### src/rtl/spi_pkg.sv
// Shared SPI master types: FSM state encoding and default frame parameters.
package spi_pkg;

  localparam int SPI_CLK_DIV_DEFAULT = 4;
  localparam int SPI_NBITS_DEFAULT   = 32;

  typedef enum logic [2:0] {
    ST_IDLE     = 3'd0,
    ST_SETUP    = 3'd1,
    ST_SCK_HIGH = 3'd2,
    ST_SCK_LOW  = 3'd3,
    ST_GAP      = 3'd4
  } spi_state_t;

endpackage

### src/rtl/spi_if.sv
// Frame request/response and serial pin bundle between a host and the SPI master.
interface spi_if
  import spi_pkg::*;
#(
  parameter int NBITS = SPI_NBITS_DEFAULT
);

  logic             start;
  logic [NBITS-1:0] tx_data;
  logic [NBITS-1:0] rx_data;
  logic             busy;
  logic             done;
  logic             sck;
  logic             ssel;
  logic             mosi;
  logic             miso;

  modport master (
    input  start, tx_data, miso,
    output rx_data, busy, done, sck, ssel, mosi
  );

  modport slave (
    output start, tx_data, miso,
    input  rx_data, busy, done, sck, ssel, mosi
  );

endinterface

### src/rtl/spi_tick.sv
// Half-period down-counter; strobe marks the last cycle of the current phase.
module spi_tick (
  input  logic       clk,
  input  logic       rst,
  input  logic       reload,
  input  logic [7:0] load_val,
  output logic       strobe
);

  logic [7:0] cnt_reg;

  always_ff @(posedge clk) begin
    if (rst) begin
      cnt_reg <= 8'd0;
    end else if (reload) begin
      cnt_reg <= load_val;
    end else if (cnt_reg != 8'd0) begin
      cnt_reg <= cnt_reg - 8'd1;
    end
  end

  assign strobe = (cnt_reg == 8'd0);

endmodule

### src/rtl/spi_master.sv
// Mode-0 SPI master: one full-duplex NBITS frame per accepted start, MSB first.
module spi_master
  import spi_pkg::*;
#(
  parameter int CLK_DIV = SPI_CLK_DIV_DEFAULT,
  parameter int NBITS   = SPI_NBITS_DEFAULT
) (
  input logic   clk,
  input logic   rst,
  spi_if.master bus
);

  localparam int             BCW       = $clog2(NBITS + 1);
  localparam logic [7:0]     HALF_LOAD = 8'(CLK_DIV - 1);
  localparam logic [BCW-1:0] LAST_BIT  = BCW'(NBITS);

  spi_state_t       state_reg;
  logic [NBITS-2:0] tx_sh_reg;
  logic [NBITS-1:0] rx_sh_reg;
  logic [NBITS-1:0] rx_data_reg;
  logic [BCW-1:0]   bit_cnt_reg;
  logic             sck_reg;
  logic             ssel_reg;
  logic             mosi_reg;
  logic             busy_reg;
  logic             done_reg;
  logic             phase_end;
  logic             reload;

  // Every phase lasts CLK_DIV cycles, so the counter restarts on acceptance and at each phase end.
  assign reload = (state_reg == ST_IDLE) ? bus.start : phase_end;

  spi_tick u_tick (
    .clk      (clk),
    .rst      (rst),
    .reload   (reload),
    .load_val (HALF_LOAD),
    .strobe   (phase_end)
  );

  always_ff @(posedge clk) begin
    if (rst) begin
      state_reg   <= ST_IDLE;
      sck_reg     <= 1'b0;
      ssel_reg    <= 1'b1;
      mosi_reg    <= 1'b0;
      busy_reg    <= 1'b0;
      done_reg    <= 1'b0;
      rx_data_reg <= '0;
      tx_sh_reg   <= '0;
      rx_sh_reg   <= '0;
      bit_cnt_reg <= '0;
    end else begin
      done_reg <= 1'b0;
      case (state_reg)
        ST_IDLE: begin
          if (bus.start) begin
            state_reg   <= ST_SETUP;
            mosi_reg    <= bus.tx_data[NBITS-1];
            tx_sh_reg   <= bus.tx_data[NBITS-2:0];
            ssel_reg    <= 1'b0;
            busy_reg    <= 1'b1;
            bit_cnt_reg <= '0;
          end
        end
        ST_SETUP: begin
          if (phase_end) begin
            state_reg <= ST_SCK_HIGH;
            sck_reg   <= 1'b1;
          end
        end
        ST_SCK_HIGH: begin
          // Falling edge: sample miso and present the next bit in the same cycle.
          if (phase_end) begin
            state_reg   <= ST_SCK_LOW;
            sck_reg     <= 1'b0;
            rx_sh_reg   <= {rx_sh_reg[NBITS-2:0], bus.miso};
            mosi_reg    <= tx_sh_reg[NBITS-2];
            tx_sh_reg   <= tx_sh_reg << 1;
            bit_cnt_reg <= bit_cnt_reg + BCW'(1);
          end
        end
        ST_SCK_LOW: begin
          if (phase_end) begin
            if (bit_cnt_reg == LAST_BIT) begin
              state_reg <= ST_GAP;
              ssel_reg  <= 1'b1;
              mosi_reg  <= 1'b0;
            end else begin
              state_reg <= ST_SCK_HIGH;
              sck_reg   <= 1'b1;
            end
          end
        end
        ST_GAP: begin
          if (phase_end) begin
            state_reg   <= ST_IDLE;
            busy_reg    <= 1'b0;
            done_reg    <= 1'b1;
            rx_data_reg <= rx_sh_reg;
          end
        end
        default: state_reg <= ST_IDLE;
      endcase
    end
  end

  assign bus.rx_data = rx_data_reg;
  assign bus.busy    = busy_reg;
  assign bus.done    = done_reg;
  assign bus.sck     = sck_reg;
  assign bus.ssel    = ssel_reg;
  assign bus.mosi    = mosi_reg;

endmodule

### src/flat_wrapper.sv
// flat-port wrapper written by rule: the top's interface ports become plain ports
module spi_master_flat import spi_pkg::*;
#(
  parameter int CLK_DIV = SPI_CLK_DIV_DEFAULT,
  parameter int NBITS   = SPI_NBITS_DEFAULT
)
  (clk, rst, bus_start, bus_tx_data, bus_miso, bus_rx_data, bus_busy, bus_done, bus_sck, bus_ssel, bus_mosi);
  spi_if #(.NBITS(NBITS)) bus_i ();
  input logic clk;
  input logic rst;
  input wire logic [$bits(bus_i.start)-1:0] bus_start;
  input wire logic [$bits(bus_i.tx_data)-1:0] bus_tx_data;
  input wire logic [$bits(bus_i.miso)-1:0] bus_miso;
  output wire logic [$bits(bus_i.rx_data)-1:0] bus_rx_data;
  output wire logic [$bits(bus_i.busy)-1:0] bus_busy;
  output wire logic [$bits(bus_i.done)-1:0] bus_done;
  output wire logic [$bits(bus_i.sck)-1:0] bus_sck;
  output wire logic [$bits(bus_i.ssel)-1:0] bus_ssel;
  output wire logic [$bits(bus_i.mosi)-1:0] bus_mosi;
  assign bus_i.start = bus_start;
  assign bus_i.tx_data = bus_tx_data;
  assign bus_i.miso = bus_miso;
  assign bus_rx_data = bus_i.rx_data;
  assign bus_busy = bus_i.busy;
  assign bus_done = bus_i.done;
  assign bus_sck = bus_i.sck;
  assign bus_ssel = bus_i.ssel;
  assign bus_mosi = bus_i.mosi;
  spi_master #(.CLK_DIV(CLK_DIV), .NBITS(NBITS)) u_core (.clk(clk), .rst(rst), .bus(bus_i));
endmodule
### config.mk
export PLATFORM = sky130hd
export DESIGN_NAME = spi_master_flat
export DESIGN_NICKNAME = d
export VERILOG_FILES = /design/src/rtl/spi_pkg.sv /design/src/rtl/spi_if.sv /design/src/rtl/spi_tick.sv /design/src/rtl/spi_master.sv /design/src/flat_wrapper.sv
export SDC_FILE = /design/constraint.sdc
export NUM_CORES = 1
export LEC_CHECK = 0
export BUFFER_PORTS_ARGS = -buffer_cell sky130_fd_sc_hd__clkbuf_2
export CORE_MARGIN = 2
export CORE_UTILIZATION = 40
export DETAILED_ROUTE_END_ITERATION = 16
export PLACE_DENSITY = 0.62
export SYNTH_ARGS = -nofsm -noshare
export SYNTH_HDL_FRONTEND = slang
export SYNTH_HIERARCHICAL = 1
export SYNTH_SLANG_ARGS = --single-unit
export TNS_END_PERCENT = 50
### constraint.sdc
create_clock -name clk -period 3.25 [get_ports clk]
set_input_delay 0.1625 -clock clk [delete_from_list [all_inputs] [get_ports clk]]
set_output_delay 0.1625 -clock clk [all_outputs]
set_load 0.01 [all_outputs]
==> results of run 1 <==
[worst max-delay path, cell delays in order, from the launching register on]
cell and delay [ps]:
dfxtp_1 360, nor4_4 370, and4bb_1 370, mux2_4 240, and2_2 170, buf_12 250
nor2_1 80, a211oi_1 230
[placed cells by master, fill, tap and decap left out, types with 3 or more instances in the layout]
master      synthesis  layout
clkinv_2            0       3
nor2_1             43      43
a211oi_2           10      10
xnor2_1             3       3
a21oi_1            71      71
clkbuf_16           0      17
dfxtp_1           117     117
buf_4              11      10
nand4_1             3       3
mux2i_1            31      31
inv_1               6       6
nand3_1             5       5
nor3b_1             3       3
clkbuf_2            0      71
a211oi_1           21      21
clkbuf_8            0       4
nor2b_1             4       4
xor2_1              5       5
o32ai_1             4       4
ha_1                3       3
conb_1              2       8
and3_1              3       3
nand2_1           141     141
nor3_1              8       8
clkinvlp_4          0       3
[metal layers]
layer / wire, µm / share of wire (%)
met1: 4480 / 45
met2: 4790 / 48
met3: 451 / 4.6
met4: 178 / 1.8
met5: 0 / 0
[logic make-up (layout without fill, tap and decap cells)]
logic type	after synthesis	after routing	share of synthesized area, %
buffers and inverters	50	122	5.18
adders and majority gates	3	3	0.778
and+or+nand+nor	227	227	20.8
other	2	8	0.156
muxes	33	33	6.97
AOI/OAI and AO/OA	119	119	16.2
DFF	117	117	48.5
xor gates and xnor gates	8	8	1.45
[power breakdown]
part / internal (mW) / switching (mW)
sequential: 1.57 / 0.116
combinational: 0.332 / 0.405
clock: 1.21 / 0.647
[worst max path at each step]
| stage | startpoint | to | slack, ps | cells past startpoint |
|---|---|---|---|---|
| 2_1_floorplan | u_core/u_tick/cnt_reg[3] | u_core/u_tick/cnt_reg[0] | 930 | 10 |
| 3_3_place_gp | u_core/u_tick/cnt_reg[3] | u_core/bus.rx_data[25] | 1170 | 7 |
| 3_5_place_dp | u_core/u_tick/cnt_reg[3] | u_core/tx_sh_reg[6] | 1080 | 7 |
| 4_1_cts | u_core/u_tick/cnt_reg[3] | u_core/tx_sh_reg[6] | 1060 | 7 |
| 5_1_grt | u_core/u_tick/cnt_reg[3] | u_core/tx_sh_reg[10] | 890 | 7 |
| 6_report | u_core/u_tick/cnt_reg[3] | u_core/tx_sh_reg[17] | 1050 | 7 |
[layout make-up]
| cell class | instances | area (µm²) |
|---|---|---|
| Fill cell | 1134 | 6020 |
| Sequential cell | 117 | 2340 |
| Multi-Input combinational cell | 398 | 2260 |
| Clock buffer | 21 | 480 |
| Timing Repair Buffer | 84 | 470 |
| Tap cell | 147 | 184 |
| Clock inverter | 11 | 124 |
| Inverter | 6 | 22.5 |
[stage by stage]
| stage | std cells | cell area (µm²) | worst slack (ps) | util, % | hold WS, ps |
|---|---|---|---|---|---|
| 5_1_grt | 784 | 5890 | 888 | 49.4 | 61.7 |
| 6_report | 784 | 5890 | 1050 | 49.4 | 79.6 |
| 4_1_cts | 784 | 5890 | 1060 | 49.4 | 61.7 |
| 2_1_floorplan | 565 | 4850 | 929 | - | 298 |
| 3_3_place_gp | 750 | 5260 | 1170 | 44.2 | 397 |
| 3_5_place_dp | 750 | 5260 | 1080 | 44.2 | 398 |
==> results.md, run 1 <==
* Crit path arrival time at 2520 ps
* Setup Skew at 10.1 ps
* FF+latch count, synth at 117
* Synth top area share at 48.5%
* Clock transition at the registers of the reported paths at ~50 ps
* GR met3 Demand/Resource at under 10%
* Synth Flop Type: dfxtp_1
* Die height at 114 µm
* Total GRT Usage at 16.0%
* TritonCTS clock tree: built
* Design Power at 4.27 mW
* Reg2reg path depth at 7
* Ys Warns at 6
* Initial DRC Count at 244
* Routed len/inst at 12.6 µm
* Worst hold path type: in -> reg
* Resize count post-CTS at 0
* Crit Path Class: reg -> reg
* Detailed-route DRC error count at 0
* Ys async rst share at 0%
* Post-synth EDFFs at 0
* Synth cell count leaders: nand2_1, dfxtp_1, a21oi_1
* Final setup viols at 0
* MaxCap Viol Count at 0
* First-pass GRT wire length at 16,200 µm
* Slew headroom at 50.1%
* Final Cycle Share at around two thirds
* Max Root-Sink Buffers at 2
* GPL Wtd Cong at 0.788
* GRT busiest layer: met2
* Leak at approximately 2.2 nW
* Reg2reg start: u_core/u_tick/cnt_reg[3]
* Vias per cell at 5.02
* Hold depth at 3
* Post CTS Setup Buffer Count at 0
* # hold bufs at CTS at 2
* Hold EP: u_core/tx_sh_reg[18]
* Total die area at 0.0130 mm²
* Worst Tran Pin Value at 749 ps
* Clk Latency, worst-skew pair at 420 ps
* Mapped Cells at 559
* Antenna Violating Nets Remaining at 0
* Synth area leader: dfxtp_1
* Clock sinks at 117
* Total CTS buffers at 17
* Initial Util at approximately two fifths
* Antenna violations before repair at 0
* Most common cell in the netlist: nand2_1
* Area contributors post-synth: dfxtp_1, nand2_1, a21oi_1
* Synthesized area at 0.00483 mm²
* Status: completed
* Share of layout cells above drive strength 1 at 21.0%
* End of the worst register-to-register path: u_core/tx_sh_reg[17]
* Yosys cell types at slightly below 50
* Row count at 40
* Minimum clock period at 2200 ps
* I/O Buffers at 72
* Half-perimeter wire length after placement at around 6000 µm
* Crit-path max FO at 61
* Slew Viols, Final at 0
* Clock root buffer master: clkbuf_16
* Core area at 0.0119 mm²
* Die X at roughly 110 µm
* Hold_sp: bus_tx_data[18]
* CP endpoint kind: flip-flop
* Setup slack, reg-to-reg at 1050 ps
* VDD IR-drop max at 0.412 mV
* Required @ worst endpoint at 3570 ps
* Fmax at roughly 450 MHz
* I/O pin total at 73
* Routed WL at approximately 9900 µm
* Largest net degree at the start of global routing at between 70 and 80
* DRT Pass-1 Iters at 4
* Area delta synth->final at 22.0%
* Met1 global-route usage at 17.9%
* Vias at slightly below 4,000
* GR Util met2 at 26.4%
* RSZ-0062 raised after global routing: no
* Crit path launch type: flip-flop
* Number of global-route vias before repair at 3,610
* Global route overflow at 0
* Final Net Count at 663
* Setup TNS at 0 ps
* Max H-tree Level at 4
* Ant. Diodes at 0
* Sequential share of the synthesized area at ~49%
* Pwr Density at around 730 mW/mm²
* Hold Fails Final Rpt at 0
* Avg Synthesized Cell Area at 8.64 µm²
Power figures use the tool's default switching activity.
==> inputs of run 2 (changes only) <==
--- a/config.mk
+++ b/config.mk
@@ -9,7 +9,7 @@
 export CORE_MARGIN = 2
 export CORE_UTILIZATION = 40
 export DETAILED_ROUTE_END_ITERATION = 16
-export PLACE_DENSITY = 0.62
+export PLACE_DENSITY = 0.65
 export SYNTH_ARGS = -nofsm -noshare
 export SYNTH_HDL_FRONTEND = slang
 export SYNTH_HIERARCHICAL = 1
==> constraint.sdc (replaced) <==
create_clock -name clk -period 1.8 [get_ports clk]
set_input_delay 0.09 -clock clk [delete_from_list [all_inputs] [get_ports clk]]
set_output_delay 0.09 -clock clk [all_outputs]
set_load 0.01 [all_outputs]
==> run 2 against run 1 <==
Against the previous run:
- the run now ends with setup timing left
- total power rose by 110%
- count of clock-buffer cells in the layout shrank 1
- flip-flop and latch count is the same
- wire length up 19%
- final area increased by 18%
- sequential power is 80% higher
- clock skew decreased by 1.6 ps
- global-route usage increased by 1.8 points
- fmax is 18% higher
- first-iteration DRC count decreased by 27%
==> results.md, run 2 (same netlist as run 1, synthesis figures left out) <==
* Status: complete, but fails checks
* Failing checks: setup timing
* Total CTS buffers at 17
* Hold Fails Final Rpt at 0
* Die X at 114 µm
* Design Power at 8.89 mW
* Final worst-path setup slack at -61.4 ps
* Crit-path cells: nor4_4 > and4bb_4 > mux2_4 > and2_4 > clkbuf_16 > nor2_4 > a211oi_2
* I/O Buffers at 72
* Clock transition at the registers of the reported paths at 50 ps
* Slew headroom at roughly two thirds
* CP Launch Point: u_core/u_tick/cnt_reg[2]
* Fmax at between 500 and 600 MHz
* First-pass GRT wire length at 18,600 µm
* Final Cycle Share at 103%
* Antenna violations before repair at 0
* Crit path launch type: flip-flop
* Global route overflow at 0
* Setup TNS at -1550 ps
* CP endpoint kind: flip-flop
* Max Root-Sink Buffers at 2
* Commonest non-fill, non-tap cell in the layout: nand2_1
* Vias at 4,202
* Reg2reg path depth at 7
* Routed WL at roughly 12,000 µm
* Vias per cell at 5.08
* Worst setup path endpoint: u_core/tx_sh_reg[8]
* Routed len/inst at 14.2 µm
* CP top delay family: simple AND/OR/NAND/NOR gates
* Required @ worst endpoint at 2130 ps
* Worst hold path type: in -> reg
* DRT Pass-1 Iters at 4
* Row count at 40
* Crit path arrival time at 2190 ps
* WP buf/inv at 1
* Clock sinks at around 120
* Final Net Count at 706
* Setup slack, reg-to-reg at -60 ps
* TritonCTS clock tree: built
* Total die area at 0.0130 mm²
* Filler instances at 993
* VDD IR-drop max at 0.711 mV
* CP peak stage delay at 330 ps
* Final hold slack at approximately 28 ps
* Slew Viols, Final at 0
* GPL Wtd Cong at between 0.7 and 0.8
* Leak at between 2 and 3 nW
* Worst Tran Pin Value at 520 ps
* Largest net degree at the start of global routing at 48
* Reg2reg start: u_core/u_tick/cnt_reg[2]
* Initial Util at between 40% and 50%
* Crit Path Class: reg -> reg
* Half-perimeter wire length after placement at 6660 µm
* Minimum clock period at 1860 ps
* Crit-path max FO at 8
* Pwr Density at between 1000 and 1500 mW/mm²
* Slowest CP cell: dfxtp_2
* Core area at ~0.012 mm²
* Final setup viols at 59
* WP depth at 7
* Max H-tree Level at 4
* End of the worst register-to-register path: u_core/tx_sh_reg[8]
* Detailed-route DRC error count at 0
* MaxCap Viol Count at 0
* Total GRT Usage at 17.8%
* Setup Skew at ~8.5 ps
* Share of layout cells above drive strength 1 at around two fifths
* RSZ-0062 raised after global routing: yes
* Clock root buffer master: clkbuf_16
* Number of global-route vias before repair at 4,052
* Initial DRC Count at 177
* Die height at between 100 and 150 µm
* Commonest non-fill, non-tap cells in the layout: nand2_1, dfxtp_1, clkbuf_2
* Area delta synth->final at 43.6%
* Ant. Diodes at 0
* Clk Latency, worst-skew pair at between 400 and 500 ps
* I/O pin total at 73
* Antenna Violating Nets Remaining at 0
==> run 2: changes by cell type in the layout (fill, tap and decap cells not counted), sizes merged <==
cell,before,now
clkbuf,92,97
clkinvlp,3,2
dlygate4sd3,2,4
bufinv,2,4
buf,11,46
==> run 2: how the worst min path moves through the flow <==
stage	slack [ps]	end	from	cells past startpoint
6_report	30	u_core/tx_sh_reg[22]	bus_tx_data[22]	3
5_1_grt	20	u_core/tx_sh_reg[22]	bus_tx_data[22]	3
4_1_cts	10	u_core/tx_sh_reg[22]	bus_tx_data[22]	3
3_5_place_dp	340	u_core/rx_sh_reg[0]	bus_miso	3
3_3_place_gp	320	u_core/rx_sh_reg[0]	bus_miso	3
2_1_floorplan	230	u_core/rx_sh_reg[0]	bus_miso	2
==> run 2: where the power goes <==
part	switching (mW)	internal [mW]	total, mW
combinational	1.07	1.22	2.29
clock	1.19	2.39	3.58
sequential	0.183	2.84	3.02
total	2.44	6.44	8.89
==> run 2: worst min-delay path, delay by kind of cell <==
family	cells	cell delay, ps
buffers and inverters	1	80
AO/OA/AOI/OAI	1	80
multiplexers	1	140
==> run 2: per-stage QoR <==
stage          setup slack (ps)  instances  utilization, %  instance area [µm²]
2_1_floorplan              -101        565               -                 4960
3_3_place_gp               -106        773            46.6                 5550
3_5_place_dp               -172        773            46.6                 5550
4_1_cts                   -58.6        819            54.6                 6500
5_1_grt                    -144        827            58.2                 6930
6_report                  -61.4        827            58.2                 6930
==> run 2: area by class of cell <==
type / instances / area (µm²) / area share [%]
multi-input combinational: 398 / 2650 / 38.2
sequential: 117 / 2350 / 33.8
timing repair buffer: 127 / 1100 / 15.9
clock buffer: 20 / 457 / 6.59
tap: 147 / 184 / 2.65
clock inverter: 12 / 176 / 2.54
inverter: 6 / 22.5 / 0.325
==> run 2: routing by layer <==
metal / track usage [%] / part of all wire [%]
met2: 29.5 / 50
met1: 22.0 / 45
met3: 4.78 / 2.9
met5: 0 / 0
met4: 7.64 / 1.8
==> run 2: timing repair <==
item,in CTS,in global routing
hold buffers,4,0
gates cloned,5,6
gates resized for setup,29,72
hold endpoints to repair,4,0
endpoints found under the setup margin,109,110
buffers inserted,5,2
pin swaps,2,22
==> inputs of run 3 (changes only) <==
==> constraint.sdc (replaced) <==
create_clock -name clk -period 1.8 [get_ports clk]
set_input_delay 0 -clock clk [delete_from_list [all_inputs] [get_ports clk]]
set_output_delay 0 -clock clk [all_outputs]
set_load 0.01 [all_outputs]
==> run 3 against run 2 <==
Against the previous run:
- the run still ends with setup timing left
- fmax decreased by 4.0%
- non-clock buffer count is 31 higher
- first-iteration DRC count is 84% higher
- setup slack worse by 78 ps
- combinational power increased by 3%
- clock skew rose by 4.4 ps
- total power increased by 1.0%
- die area unchanged
- count of clock-buffer cells in the layout increased by 2
- global-route usage increased by 0.69 points
- sequential power is essentially flat
- critical endpoint is now u_core/bus.mosi
==> results.md, run 3 (same netlist as run 1, synthesis figures left out) <==
* Routed WL at ~13,000 µm
* DRT Pass-1 Iters at 5
* Commonest non-fill, non-tap cell in the layout: nand2_1
* Crit path launch type: flip-flop
* I/O pin total at 73
* Total die area at 0.0130 mm²
* Crit-path cells: nor4_4 > and4bb_2 > buf_4 > a22oi_1 > a311oi_2 > mux2_1
* Leak at 2.71 nW
* Final Cycle Share at 108%
* Ant. Diodes at 0
* Total CTS buffers at 17
* Clock transition at the registers of the reported paths at around 60 ps
* Int Power at 6.46 mW
* Fmax at 516 MHz
* First-pass GRT wire length at ~19,000 µm
* Initial Util at 40.5%
* Largest net degree at the start of global routing at 54
* Met1 global-route usage at 22.3%
* Vias per cell at approximately 5.2
* Worst hold path type: in -> reg
* Sw Pwr at 2.52 mW
* Global route overflow at 0
* Worst Tran Pin Value at 699 ps
* Final worst-path setup slack at -139 ps
* Total GRT Usage at 18.5%
* Antenna violations before repair at 0
* Final Net Count at 737
* Slew headroom at 53.4%
* CP Launch Point: u_core/u_tick/cnt_reg[2]
* Combinational fraction of design power at about a quarter
* MaxCap Viol Count at 0
* Failing checks: setup timing
* GR Util met2 at 31.7%
* Clock root buffer master: clkbuf_16
* Routed len/inst at 15.0 µm
* Share of layout cells above drive strength 1 at 37.3%
* Sw Share at between 20 and 30%
* Setup Skew at 12.9 ps
* Final setup viols at approximately 100
* End of the worst register-to-register path: u_core/bus.mosi
* Reg2reg path depth at 6
* Detailed-route DRC error count at 0
* Die X at 114 µm
* Number of global-route vias before repair at 4,131
* Required @ worst endpoint at 2090 ps
* GR met3 Demand/Resource at between 4 and 5%
* Clk pwr share at between 40% and 50%
* Slowest CP cell: mux2_1
* Area delta synth->final at 49.6%
* Crit Path Class: reg -> reg
* RSZ-0062 raised after global routing: yes
* Max H-tree Level at 4
* Crit path arrival time at 2230 ps
* CP endpoint kind: flip-flop
* Status: complete, but fails checks
* GRT busiest layer: met2
* TritonCTS clock tree: built
* Fin area at between 0.007 and 0.008 mm²
* Minimum clock period at between 1500 and 2000 ps
* Worst setup path endpoint: u_core/bus.mosi
* Placed Cells at between 700 and 800
* Pwr Density at 1240 mW/mm²
* Antenna Violating Nets Remaining at 0
* Core area at 0.0119 mm²
* CP peak stage delay at between 300 and 400 ps
* Commonest non-fill, non-tap cells in the layout: nand2_1, dfxtp_1, clkbuf_2
* Reg2reg start: u_core/u_tick/cnt_reg[2]
* Row count at 40
* Hold Fails Final Rpt at 0
* Half-perimeter wire length after placement at 6730 µm
* Slew Viols, Final at 0
* GPL Wtd Cong at between 0.7 and 0.8
* Seq pwr share at 33.5%
* VDD IR-drop max at about 0.74 mV
* Clock sinks at 117
* Die height at 114 µm
* Vias at 4,434
* Clk Latency, worst-skew pair at roughly 420 ps
* I/O Buffers at 72
* Non-filler cells in the finished layout at approximately 860
* Post-Place Cell Area at 0.00553 mm²
* Crit-path max FO at 4
* Initial DRC Count at 326
* Max Root-Sink Buffers at 2
* Setup slack, reg-to-reg at -140 ps
run 3: cell count changes in the layout (fill, tap and decap cells not counted), sizes merged:
cell / previous run / this run
inv: 7 / 9
clkbuf: 97 / 100
bufinv: 4 / 3
dlygate4sd3: 4 / 33
clkinv: 5 / 2
buf: 46 / 47
run 3: cell type report:
type | count | area, µm²
sequential | 117 | 2350
timing repair buffer | 158 | 1410
tap | 147 | 184
inverter | 6 | 22.5
fill | 967 | 4690
clock buffer | 22 | 494
clock inverter | 10 | 141
multi-input combinational | 398 | 2630
run 3: critical path, delay by kind of cell, from the launching register on:
family	cells	cell delay, ps
muxes	1	360
DFF	1	330
and+or+nand+nor	2	610
buffers and inverters	1	150
AOI/OAI and AO/OA	2	360
run 3: worst min path at each step:
stage,startpoint,endpoint,slack (ps),cells past startpoint
6_report,bus_start,u_core/bus.ssel,90,4
2_1_floorplan,bus_miso,u_core/rx_sh_reg[0],140,2
3_5_place_dp,bus_miso,u_core/rx_sh_reg[0],230,3
3_3_place_gp,bus_miso,u_core/rx_sh_reg[0],230,3
4_1_cts,rst,u_core/bus.busy,50,2
5_1_grt,bus_start,u_core/bus.ssel,100,4
run 3: layer usage:
metal	wire [µm]	part of all wire, %
met1	5480	43
met2	6720	52
met3	462	3.6
met4	184	1.4
met5	0	0
run 3: timing repair:
action / 4_1_cts / 5_1_grt
gates cloned: 4 / 7
hold buffers: 33 / 0
hold endpoints to repair: 33 / 0
setup buffers: 6 / 6
pin swaps: 8 / 13
gates resized for setup: 28 / 68
endpoints found under the setup margin: 112 / 111
run 3: metrics by stage:
step	utilization, %	setup TNS, ps	worst slack, ps	hold WS, ps	total power, mW
floorplan	-	-3750	-101	136	4.31
global placement	46.4	-4450	-85.9	234	4.70
detailed placement	46.4	-11640	-177	235	4.76
CTS	56.7	-1240	-78.6	51.8	8.73
global route	60.6	-15740	-220	96.1	9.39
finish	60.6	-5440	-139	87.9	8.98
run 3: power groups by stage:
stage | Combinational [mW] | Clock, mW | Sequential (mW)
finish | 2.37 | 3.60 | 3.01
global route | 2.58 | 3.78 | 3.04
CTS | 2.10 | 3.63 | 3.00
detailed placement | 1.71 | 0 | 3.05
global placement | 1.65 | 0 | 3.04
floorplan | 1.27 | 0 | 3.04
